`config.mk`:
```
export PLATFORM = sky130hd
export DESIGN_NAME = dly_line_ctrl
export DESIGN_NICKNAME = d
export VERILOG_FILES = /design/src/rtl/dly_line_pkg.sv /design/src/rtl/dly_stage.sv /design/src/rtl/dly_line_ctrl.sv
export SDC_FILE = /design/constraint.sdc
export NUM_CORES = 1
export LEC_CHECK = 0
export BUFFER_PORTS_ARGS = -buffer_cell sky130_fd_sc_hd__buf_2
export CAP_MARGIN = 20
export CORE_UTILIZATION = 51
export CTS_CLUSTER_SIZE = 14
export DETAILED_ROUTE_END_ITERATION = 6
export GPL_TIMING_DRIVEN = 0
export PLACE_DENSITY = 0.87
export SLEW_MARGIN = 20
export SYNTH_ARGS = -nofsm -noshare
export SYNTH_HDL_FRONTEND = slang
export SYNTH_HIERARCHICAL = 1
export SYNTH_SLANG_ARGS = --single-unit
```
`constraint.sdc`:
```
create_clock -name clk -period 1.2 [get_ports clk]
set_input_delay 0.06 -clock clk [delete_from_list [all_inputs] [get_ports clk]]
set_output_delay 0.06 -clock clk [all_outputs]
set_load 0.02 [all_outputs]
```
`src/rtl/dly_line_pkg.sv`:
```
// Shared definitions for the programmable-delay line: sizes, the delay
// selector type, the controller state encoding and the drain-empty test.
package dly_line_pkg;

    localparam int DLY_WIDTH = 8;
    localparam int DLY_DEPTH = 3;

    typedef logic [1:0] dly_sel_t;

    typedef enum logic [1:0] {
        RUN    = 2'd0,
        DRAIN  = 2'd1,
        SWITCH = 2'd2
    } dly_state_e;

    // True when no stage at or before the selected tap will hold a valid
    // word after this cycle's shift. v_next[k] is the post-update valid bit
    // of stage k+1. A tap of 0 has no stages in front of it, so it is
    // always empty.
    function automatic logic drain_empty(input dly_sel_t sel,
                                         input logic [DLY_DEPTH-1:0] v_next);
        logic empty;
        empty = 1'b1;
        for (int k = 0; k < DLY_DEPTH; k++) begin
            if ((int'(sel) > k) && v_next[k]) begin
                empty = 1'b0;
            end else begin
                empty = empty;
            end
        end
        return empty;
    endfunction

endpackage

```
`src/rtl/dly_stage.sv`:
```
// One register stage of the delay chain: a data word plus its valid bit.
// The data is always loaded; only the valid bit honours the clear.
module dly_stage #(
    parameter int WIDTH = 8
) (
    input  logic             clk,
    input  logic             reset,
    input  logic             i_clr,
    input  logic [WIDTH-1:0] i_data,
    input  logic             i_valid,
    output logic [WIDTH-1:0] o_data,
    output logic             o_valid
);

    logic [WIDTH-1:0] r_data;
    logic             r_valid;

    // Shift the word in every cycle; clear drops the valid bit only.
    always_ff @(posedge clk) begin
        if (reset) begin
            r_data  <= '0;
            r_valid <= 1'b0;
        end else begin
            r_data <= i_data;
            if (i_clr) begin
                r_valid <= 1'b0;
            end else begin
                r_valid <= i_valid;
            end
        end
    end

    assign o_data  = r_data;
    assign o_valid = r_valid;

endmodule

```
`src/rtl/dly_line_ctrl.sv`:
```
// Programmable-delay line controller. Words enter through a valid/ready
// handshake and leave 0..DEPTH cycles later through a tap on a register
// chain. A delay change stalls the input, lets words in front of the old
// tap drain out, then clears the chain and switches the tap in one cycle.
module dly_line_ctrl
    import dly_line_pkg::*;
#(
    parameter int WIDTH = DLY_WIDTH,
    parameter int DEPTH = DLY_DEPTH
) (
    input  logic             clk,
    input  logic             reset,
    input  logic             in_valid,
    input  logic [WIDTH-1:0] in_data,
    output logic             in_ready,
    output logic             out_valid,
    output logic [WIDTH-1:0] out_data,
    input  logic             cfg_valid,
    input  logic [1:0]       cfg_delay,
    output logic             cfg_ready,
    output logic [1:0]       cur_delay,
    output logic             busy
);

    dly_state_e r_state;
    dly_state_e w_state_nxt;
    dly_sel_t   r_cur;
    dly_sel_t   r_pend;
    logic       r_busy;

    logic       w_accept;
    logic       w_cfg_accept;
    logic       w_clr;
    logic       w_drained;

    // Index 0 is the live input (tap for delay 0); index k is stage k.
    logic [WIDTH-1:0] w_sd [DEPTH+1];
    logic [DEPTH:0]   w_sv;

    // Handshakes depend only on state and reset, never on the requests.
    assign in_ready     = (r_state == RUN) && !reset;
    assign cfg_ready    = (r_state == RUN) && !reset;
    assign w_accept     = in_valid && in_ready;
    assign w_cfg_accept = cfg_valid && cfg_ready;
    assign w_clr        = (r_state == SWITCH);

    assign w_sd[0] = in_data;
    assign w_sv[0] = w_accept;

    genvar g;
    generate
        for (g = 0; g < DEPTH; g++) begin : g_stage
            dly_stage #(.WIDTH(WIDTH)) u_stage (
                .clk     (clk),
                .reset   (reset),
                .i_clr   (w_clr),
                .i_data  (w_sd[g]),
                .i_valid (w_sv[g]),
                .o_data  (w_sd[g+1]),
                .o_valid (w_sv[g+1])
            );
        end
    endgenerate

    // The post-update valid of stage k+1 is the current valid of stage k,
    // so the drain test looks one stage upstream of each tap position.
    assign w_drained = drain_empty(r_cur, w_sv[DEPTH-1:0]);

    // Output tap: pick the chain position matching the active delay.
    always_comb begin
        out_valid = 1'b0;
        out_data  = '0;
        for (int k = 0; k <= DEPTH; k++) begin
            if (int'(r_cur) == k) begin
                out_valid = w_sv[k];
                out_data  = w_sd[k];
            end else begin
                out_valid = out_valid;
                out_data  = out_data;
            end
        end
    end

    // Next-state decode for the RUN / DRAIN / SWITCH controller.
    always_comb begin
        w_state_nxt = r_state;
        case (r_state)
            RUN: begin
                if (cfg_valid && (cfg_delay != r_cur)) begin
                    w_state_nxt = DRAIN;
                end else begin
                    w_state_nxt = RUN;
                end
            end
            DRAIN: begin
                if (w_drained) begin
                    w_state_nxt = SWITCH;
                end else begin
                    w_state_nxt = DRAIN;
                end
            end
            SWITCH: begin
                w_state_nxt = RUN;
            end
            default: begin
                w_state_nxt = RUN;
            end
        endcase
    end

    // Controller registers: state, busy flag, pending and active delay.
    always_ff @(posedge clk) begin
        if (reset) begin
            r_state <= RUN;
            r_busy  <= 1'b0;
            r_cur   <= 2'd0;
            r_pend  <= 2'd0;
        end else begin
            r_state <= w_state_nxt;
            r_busy  <= (w_state_nxt != RUN);
            if (w_cfg_accept) begin
                r_pend <= cfg_delay;
            end else begin
                r_pend <= r_pend;
            end
            if (r_state == SWITCH) begin
                r_cur <= r_pend;
            end else begin
                r_cur <= r_cur;
            end
        end
    end

    assign cur_delay = r_cur;
    assign busy      = r_busy;

endmodule
```
* Yosys cells after proc, flatten, opt, wreduce, memory -nomap -nowiden
Index checks and enable logic that the tools add are counted.
Storage, ports and cells: register bits 34, bits of input ports 14
Cells by class: magnitude comparators 3, equal/unequal tests 6, mux-type cells 14, reduce and logical (&&, ||, !) cells 12
Operator list (number):
- two-way mux 8 bit | 4
- two-way mux 1 bit | 8
- logical AND 1 bit | 7
- equality test 2 bit (second input constant) | 3
- equality test 2 x 1 -> 1 bit (second input constant) | 2
- > comparator 2 x 1 -> 1 bit (second input constant) | 2
- logical NOT 2 bit | 2
- one-hot mux 2 bit (2 select lines) | 1
- > comparator 2 bit (second input constant) | 1
- two-way mux 2 bit | 1
- inequality test 2 bit | 1
- nonzero test 2 bit | 1
- OR reduction 2 bit | 1
- logical NOT 1 bit | 1

* Logic depth before layout (Yosys ltp)
Gate-level depths: netlist of the first run.
depth after elaboration 10, gate-level depth with buffers 4

* Cells and area by module
Netlist of the first run, hierarchy kept.
Modules (own cells, without submodules):
- dly_stage | instances 3, cells each 18, area an instance 242.7 um2, seq. area each 180.2 um2
- dly_line_ctrl | instances 1, cells each 42, area an instance 531.8 um2, seq. area each 140.1 um2

* Worst setup path after synthesis of the first run
No wires, ideal clock.
path type reg-to-output, from register r_cur[0] (netlist: cur_delay[0]), to output out_data[0], arrival 1.291 ns, setup slack -0.151 ns, cell stages (with the launch flop) 3, path buffers 1, cell sequence dfxtp_1 -> buf_6 -> mux4_2
On the way: word-level cells in the longest chain between the ends 5
RTL lines:
- start, declared | RTL line dly_line_ctrl.sv:27 | dly_sel_t r_cur;
- start signal, assigned | RTL line dly_line_ctrl.sv:127 | r_cur <= r_pend;
- start signal, assigned | RTL line dly_line_ctrl.sv:129 | r_cur <= r_cur;
- logical NOT 2 bit | RTL line dly_line_ctrl.sv:74 | if (int'(r_cur) == k) begin
- two-way mux 8 bit (3 in series) | RTL line dly_line_ctrl.sv:74
- two-way mux 8 bit (*) | RTL line dly_line_ctrl.sv:74
- end, declared | RTL line dly_line_ctrl.sv:17 | output logic [WIDTH-1:0] out_data,
Mark *: on every way between the ends. The rest lies on a longest branch, timed or not.

* Final worst setup path of the first run
from register r_cur[0] (netlist: cur_delay[0]), to output out_data[5]
The elaborated chain is that of the path after synthesis.

==> results of run 1 <==
where the power goes:
part / leakage (nW) / internal, mW / switching, mW
Clock: 0.0343 / 0.282 / 0.395
Combinational: 0.436 / 0.176 / 0.138
Sequential: 0.282 / 1.17 / 0.0244
metal layers:
metal / global-route usage / vias up / wire length, µm
li1: - / 427 / -
met1: 0.279 / 459 / 1120
met2: 0.387 / 26 / 1400
met3: 0.0789 / 9 / 123
met4: 0.0946 / 0 / 78
met5: 0 / - / 0
worst max-delay path: stages (launching register included):
cell and delay, ns:
dfxtp_4 0.37, buf_12 0.12, mux4_2 0.52, buf_6 0.15
cells by family after synthesis:
kind of cell / Yosys count / synth area share
buffers and inverters: 6 / 0.0308
DFF: 34 / 0.540
AOI/OAI and AO/OA: 4 / 0.0248
muxes: 13 / 0.193
xor gates and xnor gates: 2 / 0.0139
and+or+nand+nor: 37 / 0.198
repair_timing:
item                                   4_1_cts  5_1_grt
pin swaps                                    2        2
endpoints found under the hold margin        9        0
hold buffers                                 9        0
gates resized for setup                     31        8
setup endpoints to repair                   11       16
buffers inserted                             5        1
final cells by class:
type / count / area, µm² / area share
clock inverters: 2 / 12.5 / 0.00708
plain buffers: 4 / 46.3 / 0.0262
repair buffers: 41 / 345 / 0.195
multi-input cells: 56 / 576 / 0.326
flip-flops and latches: 34 / 693 / 0.392
clock buffers: 6 / 51.3 / 0.0290
inverters: 2 / 7.51 / 0.00425
well taps: 28 / 35.0 / 0.0198
synth_stat cells, types with 2 or more instances:
cell type	count	area share
dfxtp_1	34	0.54
nor2b_1	24	0.12
mux4_2	9	0.16
mux2i_1	4	0.032
nor2_1	4	0.012
nor3b_2	3	0.030
buf_4	2	0.012
inv_1	2	0.0060
xor2_1	2	0.014
flip-flops by register name (all words and copies together), names as in the netlist:
signal and flops:
busy 1, cur_delay 2, g_stage.u_stage/o_data 24, g_stage.u_stage/o_valid 3, r_pend 2, r_state 2
final timing paths:
| kind | start | end | slack, ns | cells past startpoint |
|---|---|---|---|---|
| worst max-delay path | cur_delay[0]$_SDFFE_PP0P_ | out_data[5] | -0.37 | 3 |
| worst min-delay path | cfg_delay[1] | r_pend[1]$_SDFFE_PP0P_ | 0.006 | 3 |
| worst max register to register | cur_delay[0]$_SDFFE_PP0P_ | r_state[0]$_SDFF_PP0_ | -0.10 | 5 |
| worst min register to register | g_stage[1].u_stage/o_data[6]$_SDFF_PP0_ | g_stage[2].u_stage/o_data[6]$_SDFF_PP0_ | 0.47 | 1 |
==> qor.yml, run 1 <==
timing:
  rsz0062_at_grt: "true"
  finClkSkew_ns: 0.00230
  period_needed_ns: 1.57
  drv_slew: 0
  holdWs_ns: 0.00593
  layout_setup_ws_ns: -0.371
  finalSetupViolations: 12
  worst_slew_pin_slew_ns: 0.338
  fmaxAchievable_ghz: 0.636
  hold_violations: 0
  post-route-period-util: 1.31
  slew_headroom: 0.772
  tns_ns: -3.37
global_routing:
  gr-total-overflow: 0
  grt_pass1_vias: 927
  groute.usage.overall: 0.234
  antenna_found_initial: 0
  grt_pass1_wl_um: 4350
  grt_max_degree: 29
logic_synthesis:
  syn_inst: 96
  synthFlopType: "dfxtp_1"
  synth_nets: 110
  syn_area_um2: 1260
  synth_cell_types: 21
  yosysWarningCount: 6
  synth-seq-cells: 34
  yosysSeqAreaShare: 0.540
  ys_async_sr_fraction: 0
  synth_enable_flop_cells: 0
  syn_avg_cell_area_um2: 13.1
clock_tree:
  htreeDepth: 2
  cts_buffer_depth: 2
  clk_latency_ns: 0.33
  clk_pin_slew_ns: 0.11
  cts-root-buf: "clkbuf_4"
  cts_sinks: 34
  numCtsBuffers: 5
  tritoncts: "yes"
flow_run:
  cap_violations: 0
detailed_routing:
  ant_nets: 0
  wl_per_cell_um: 15.7
  drtIter0Drc: 10
  viasPerCell: 5.32
  firstDrtPassIters: 4
  dr_total_vias: 921
  drc_errors: 0
  wl_um: 2720
placement:
  place_ws_ns: -0.430
  dpl.hpwl_um: 1530
  dp_cells: 151
  postPlaceCellArea_um2: 1440
  gp_congestion: 0.707
  io_buffers: 27
power_and_ir_drop:
  ir_drop_v: 0.000999
  p_leak_nw: 0.752
  power.total_mw: 2.19
  powerDensity_nw_per_um2: 1240
min_path:
  min_path_type: "in2reg"
final_layout:
  nNetsFinal: 158
  final_common_cell: "dfxtp_1"
  final_cell_mix: "30 x dfxtp_1, 24 x nor2b_1, 15 x buf_6, 15 x buf_2"
  nFillCells: 137
  stdcell_count: 173
  layout-drive-gt1-share: 0.448
  antenna_cells: 0
  finalInstanceArea_um2: 1770
  syn_to_final_growth_pct: 40.2
  final_core_util: 0.776
outcome:
  status: "finished, violations left"
  violations: "setup timing"
floorplan:
  num_rows: 17
  pin_count: 28
  dieHeight_um: 51.7
  dieWidth_um: 51.7
  initial_core_util: 0.554
  core_area_um2: 2280
  die_area_um2: 2670
critical_path:
  arrival_ns: 1.51
  crit_required_ns: 1.14
  crit_path_max_fanout: 7
  critical_path_class: "reg2out"
  cp-end-kind: "output pin"
  cp-start-kind: "flip-flop"
Note: power is estimated with default switching activity, not from simulation.
==> inputs of run 2 (changes only) <==
==> constraint.sdc (replaced) <==
create_clock -name clk -period 1.2 [get_ports clk]
set_input_delay 0.06 -clock clk [delete_from_list [all_inputs] [get_ports clk]]
set_output_delay 0.06 -clock clk [all_outputs]
set_load 0.1 [all_outputs]
==> run 2 against run 1 <==
Compared with the run above:
- the run still ends with setup timing left
- count of clock-buffer cells in the layout up 1
- combinational power rose by 75%
- via count is 2.2% higher
- setup slack got worse by 0.081 ns
- cell count up 0.58%
- maximum frequency down 4.9%
- highest routed layer unchanged
- clock skew up 0.0076 ns
- sequential power about the same
- largest cell class unchanged
- utilization increased by 4.5 points
==> qor.yml, run 2 (same netlist as run 1, synthesis figures left out) <==
timing:
  period_needed_ns: 1.65
  worst_slew_pin_slew_ns: 0.490
  fmaxAchievable_ghz: 0.605
  layout_setup_ws_ns: -0.452
  finalSetupViolations: 16
  slew_headroom: 0.675
  hold_violations: 0
  post-route-period-util: 1.38
  drv_slew: 0
  rsz0062_at_grt: "true"
  tns_ns: -4.29
  finClkSkew_ns: 0.00987
clock_tree:
  cts-root-buf: "clkbuf_4"
  cts_sinks: 34
  clk_pin_slew_ns: 0.09
  clk_latency_ns: 0.34
  tritoncts: "yes"
  cts_buffer_depth: 2
  numCtsBuffers: 5
  htreeDepth: 2
final_layout:
  largest_reg_flops: 24
  area.sequential_um2: 696
  antenna_cells: 0
  final_cell_mix: "30 x dfxtp_1, 24 x nor2b_1, 13 x buf_2"
  layout-drive-gt1-share: 0.466
  finalInstanceArea_um2: 1870
  final_common_cell: "dfxtp_1"
  nFillCells: 129
  multi_input_area_um2: 583
  syn_to_final_growth_pct: 48.4
  final_core_util: 0.821
  nNetsFinal: 160
min_path:
  min_path_type: "in2reg"
  hold_start: "cfg_delay[0]"
  whs_path_depth: 3
  holdPathEnd: "r_pend[0]$_SDFFE_PP0P_"
global_routing:
  groute.usage.overall: 0.269
  grt_max_degree: 29
  grt_pass1_vias: 1019
  gr-total-overflow: 0
  grt_pass1_wl_um: 4790
  antenna_found_initial: 0
floorplan:
  num_rows: 17
  die_area_um2: 2670
  dieWidth_um: 51.7
  initial_core_util: 0.554
  core_area_um2: 2280
  pin_count: 28
  dieHeight_um: 51.7
detailed_routing:
  wl_per_cell_um: 18.6
  wl_um: 3240
  wl_met1_um: 1240
  met2_length_um: 1680
  top_layer: "met4"
  drtIter0Drc: 9
  viasPerCell: 5.41
  ant_nets: 0
  wl_met3_um: 144
  drc_errors: 0
  firstDrtPassIters: 4
  dr_total_vias: 941
critical_path:
  rr_worst_depth: 5
  reg2reg_from: "cur_delay[0]$_SDFFE_PP0P_"
  r2r_slack_ns: -0.12
  crit_path_max_fanout: 2
  cp_slowest_cell: "mux4_2"
  cp-end-kind: "output pin"
  r2r_end: "r_state[0]$_SDFF_PP0_"
  path_buf_inv: 1
  cp-start-kind: "flip-flop"
  slowest_delay_ns: 0.49
  arrival_ns: 1.59
  crit_required_ns: 1.14
  worstPathCellList: "nor3_4 -> and2_4 -> mux4_2 -> buf_12"
  cp_top_family: "multiplexers"
  critical_path_class: "reg2out"
placement:
  postPlaceCellArea_um2: 1450
  io_buffers: 27
  gp_congestion: 0.682
  dpl.hpwl_um: 1540
outcome:
  violations: "setup timing"
  status: "finished, violations left"
power_and_ir_drop:
  p_leak_nw: 0.788
  ir_drop_v: 0.00109
  powerDensity_nw_per_um2: 1350
flow_run:
  cap_violations: 0
run 2: cell count changes in the layout (fill, tap and decap cells not counted), sizes merged:
cell      previous run  this run
clkbuf               6         7
clkinvlp             1         0
clkinv               1         0
buf                 36        38
run 2: through the flow:
step / power, mW / setup WS (ns) / instances / hold WS, ns
final: 2.52 / -0.452 / 174 / 0.0612
after global routing: 2.59 / -0.490 / 174 / 0.0725
after CTS: 2.48 / -0.454 / 172 / 0.0343
after detailed placement: 1.62 / -0.594 / 151 / 0.292
after global placement: 1.61 / -0.555 / 151 / 0.286
after floorplan: 1.53 / -0.866 / 96 / 0.131
run 2: per-layer routing:
| metal | vias up | global-route usage |
|---|---|---|
| met2 | 34 | 0.481 |
| li1 | 431 | - |
| met3 | 16 | 0.105 |
| met4 | 0 | 0.198 |
| met5 | - | 0 |
| met1 | 460 | 0.241 |
run 2: worst max-delay path by stage:
stage,startpoint,end,slack (ns),cells past startpoint
floorplan,r_state[0]$_SDFF_PP0_,out_valid,-0.87,3
global placement,reset,out_valid,-0.55,6
detailed placement,reset,out_valid,-0.59,6
CTS,cur_delay[0]$_SDFFE_PP0P_,out_data[4],-0.45,3
global route,cur_delay[0]$_SDFFE_PP0P_,out_data[3],-0.49,3
finish,r_state[1]$_SDFF_PP0_,out_valid,-0.45,4
run 2: worst register-to-register path, delay by kind of cell, from the launching register on:
| family | cells | cell delay [ns] |
|---|---|---|
| AO/OA/AOI/OAI | 2 | 0.47 |
| flip-flops | 1 | 0.38 |
| buffers and inverters | 2 | 0.28 |
| AND/OR/NAND/NOR | 1 | 0.07 |
run 2: final cells by class:
type	instances	area share
plain buffers	4	0.0268
multi-input cells	56	0.312
inverters	2	0.00402
flip-flops and latches	34	0.372
repair buffers	43	0.226
well taps	28	0.0187
clock buffers	7	0.0408
run 2: where the power goes:
group	internal, mW	switching, mW	total [mW]
sequential	1.17	0.0266	1.20
combinational	0.212	0.336	0.548
clock	0.401	0.370	0.772
total	1.78	0.733	2.52
run 2: what timing repair did:
action / 4_1_cts / 5_1_grt
hold endpoints to repair: 9 / 0
setup buffers: 5 / 3
gates resized for setup: 44 / 10
endpoints found under the setup margin: 14 / 20
hold buffers: 9 / 0
pin swaps: 2 / 2
==> inputs of run 3 (changes only) <==
--- a/config.mk
+++ b/config.mk
@@ -7,6 +7,7 @@
 export LEC_CHECK = 0
 export BUFFER_PORTS_ARGS = -buffer_cell sky130_fd_sc_hd__buf_2
 export CAP_MARGIN = 20
+export CORE_MARGIN = 4
 export CORE_UTILIZATION = 51
 export CTS_CLUSTER_SIZE = 14
 export DETAILED_ROUTE_END_ITERATION = 6
==> run 3 against run 2 <==
Compared with the run above:
- the run still ends with setup timing left
- register-to-register slack better by 0.08 ns
- critical endpoint is now out_data[1]
- clock skew is 0.0053 ns lower
- via count is 3.7% lower
- sequential share of layout area is 1.1 points higher
- global-route usage is 9.6 points lower
- utilization is 2.3 points lower
- die area is 25% higher
- sequential power hardly changed
- critical path depth is 1 lower
- cell count stayed put
- final area is 2.7% lower
==> qor.yml, run 3 (same netlist as run 1, synthesis figures left out) <==
outcome:
  status: "finished, violations left"
  violations: "setup timing"
timing:
  period_needed_ns: 1.64
  worst_slew_pin_slew_ns: 0.485
  layout_setup_ws_ns: -0.435
  fmaxAchievable_ghz: 0.612
  post-route-period-util: 1.36
  holdWs_ns: 0.0361
  hold_violations: 0
  slew_headroom: 0.679
  finClkSkew_ns: 0.00453
  rsz0062_at_grt: "true"
  finalSetupViolations: 14
  drv_slew: 0
global_routing:
  antenna_found_initial: 0
  gr-total-overflow: 0
  groute.usage.overall: 0.173
  grt_max_degree: 29
  grt_pass1_vias: 954
  grt_pass1_wl_um: 4330
power_and_ir_drop:
  p_int_mw: 1.59
  total_switching_power_mw: 0.688
  swShare: 0.302
  powerDensity_nw_per_um2: 1260
  seqPwrFrac: 0.522
  power_frac_comb: 0.229
  pwr-share-clk: 0.248
  ir_drop_v: 0.00111
  p_leak_nw: 0.770
final_layout:
  nNetsFinal: 160
  finalInstanceArea_um2: 1820
  largest_reg_flops: 24
  syn_to_final_growth_pct: 44.3
  final_core_util: 0.799
  nFillCells: 140
  final_common_cell: "dfxtp_1"
  antenna_cells: 0
  layout-drive-gt1-share: 0.432
  final_cell_mix: "30 x dfxtp_1, 24 x nor2b_1, 14 x buf_2"
  stdcell_count: 174
placement:
  dp_cells: 151
  postPlaceCellArea_um2: 1450
  gp_congestion: 0.724
  io_buffers: 27
  dpl.hpwl_um: 1610
  place_ws_ns: -0.585
floorplan:
  initial_core_util: 0.554
  pin_count: 28
  dieHeight_um: 57.7
  dieWidth_um: 57.7
  die_area_um2: 3330
  core_area_um2: 2280
  num_rows: 17
detailed_routing:
  wl_per_cell_um: 14.7
  dr_total_vias: 906
  viasPerCell: 5.21
  drc_errors: 0
  drtIter0Drc: 21
  ant_nets: 0
  wl_um: 2550
  firstDrtPassIters: 4
clock_tree:
  htreeDepth: 2
  clk_pin_slew_ns: 0.10
  cts-root-buf: "clkbuf_4"
  cts_sinks: 34
  tritoncts: "yes"
  numCtsBuffers: 5
  cts_buffer_depth: 2
  clk_latency_ns: 0.33
critical_path:
  crit_required_ns: 1.14
  rr_worst_depth: 5
  cp-end-kind: "output pin"
  cp-start-kind: "flip-flop"
  critical_path_class: "reg2out"
  crit_path_max_fanout: 7
  arrival_ns: 1.58
min_path:
  min_path_type: "in2reg"
  whs_path_depth: 3
flow_run:
  cap_violations: 0
[run 3: final timing paths]
check / from / to / slack (ns)
worst min-delay path: cfg_valid / r_state[0]$_SDFF_PP0_ / 0.04
worst max-delay path: cur_delay[0]$_SDFFE_PP0P_ / out_data[1] / -0.44
worst min register to register: g_stage[1].u_stage/o_data[2]$_SDFF_PP0_ / g_stage[2].u_stage/o_data[2]$_SDFF_PP0_ / 0.47
worst max register to register: cur_delay[0]$_SDFFE_PP0P_ / r_state[0]$_SDFF_PP0_ / -0.04
[run 3: what timing repair did]
| item | 4_1_cts | 5_1_grt |
|---|---|---|
| gates resized for setup | 44 | 4 |
| pin swaps | 2 | 0 |
| setup buffers | 5 | 1 |
| hold buffers | 10 | 0 |
| endpoints found under the setup margin | 13 | 16 |
| hold endpoints to repair | 10 | 0 |
[run 3: power by group through the flow]
stage | Clock (mW) | Combinational (mW) | Sequential, mW
after floorplan | 0 | 0.291 | 1.24
after global placement | 0 | 0.391 | 1.22
after detailed placement | 0 | 0.398 | 1.22
after CTS | 0.582 | 0.512 | 1.19
after global routing | 0.646 | 0.545 | 1.20
final | 0.567 | 0.523 | 1.19
[run 3: critical path: stages, from the launching register on]
cell     delay [ns]
dfxtp_4        0.39
buf_12         0.13
mux4_2         0.53
buf_12         0.19
[run 3: metal layers]
metal / wire [µm] / share of wire / GRT usage
met5: 0 / 0 / 0
met4: 57 / 0.022 / 0.0695
met3: 177 / 0.069 / 0.0757
met2: 1270 / 0.50 / 0.277
met1: 1050 / 0.41 / 0.202
[run 3: cell type report]
class / count / area (µm²) / area share
plain buffers: 4 / 50.0 / 0.0275
clock buffers: 7 / 45.0 / 0.0248
multi-input cells: 56 / 576 / 0.317
inverters: 2 / 7.51 / 0.00413
flip-flops and latches: 34 / 696 / 0.383
repair buffers: 43 / 409 / 0.225
well taps: 28 / 35.0 / 0.0193
[run 3: metrics by stage]
step,TNS [ns],power (mW)
final,-3.96,2.28
after detailed placement,-2.16,1.62
after global placement,-1.99,1.61
after global routing,-4.78,2.39
after floorplan,-5.22,1.53
after CTS,-4.08,2.29
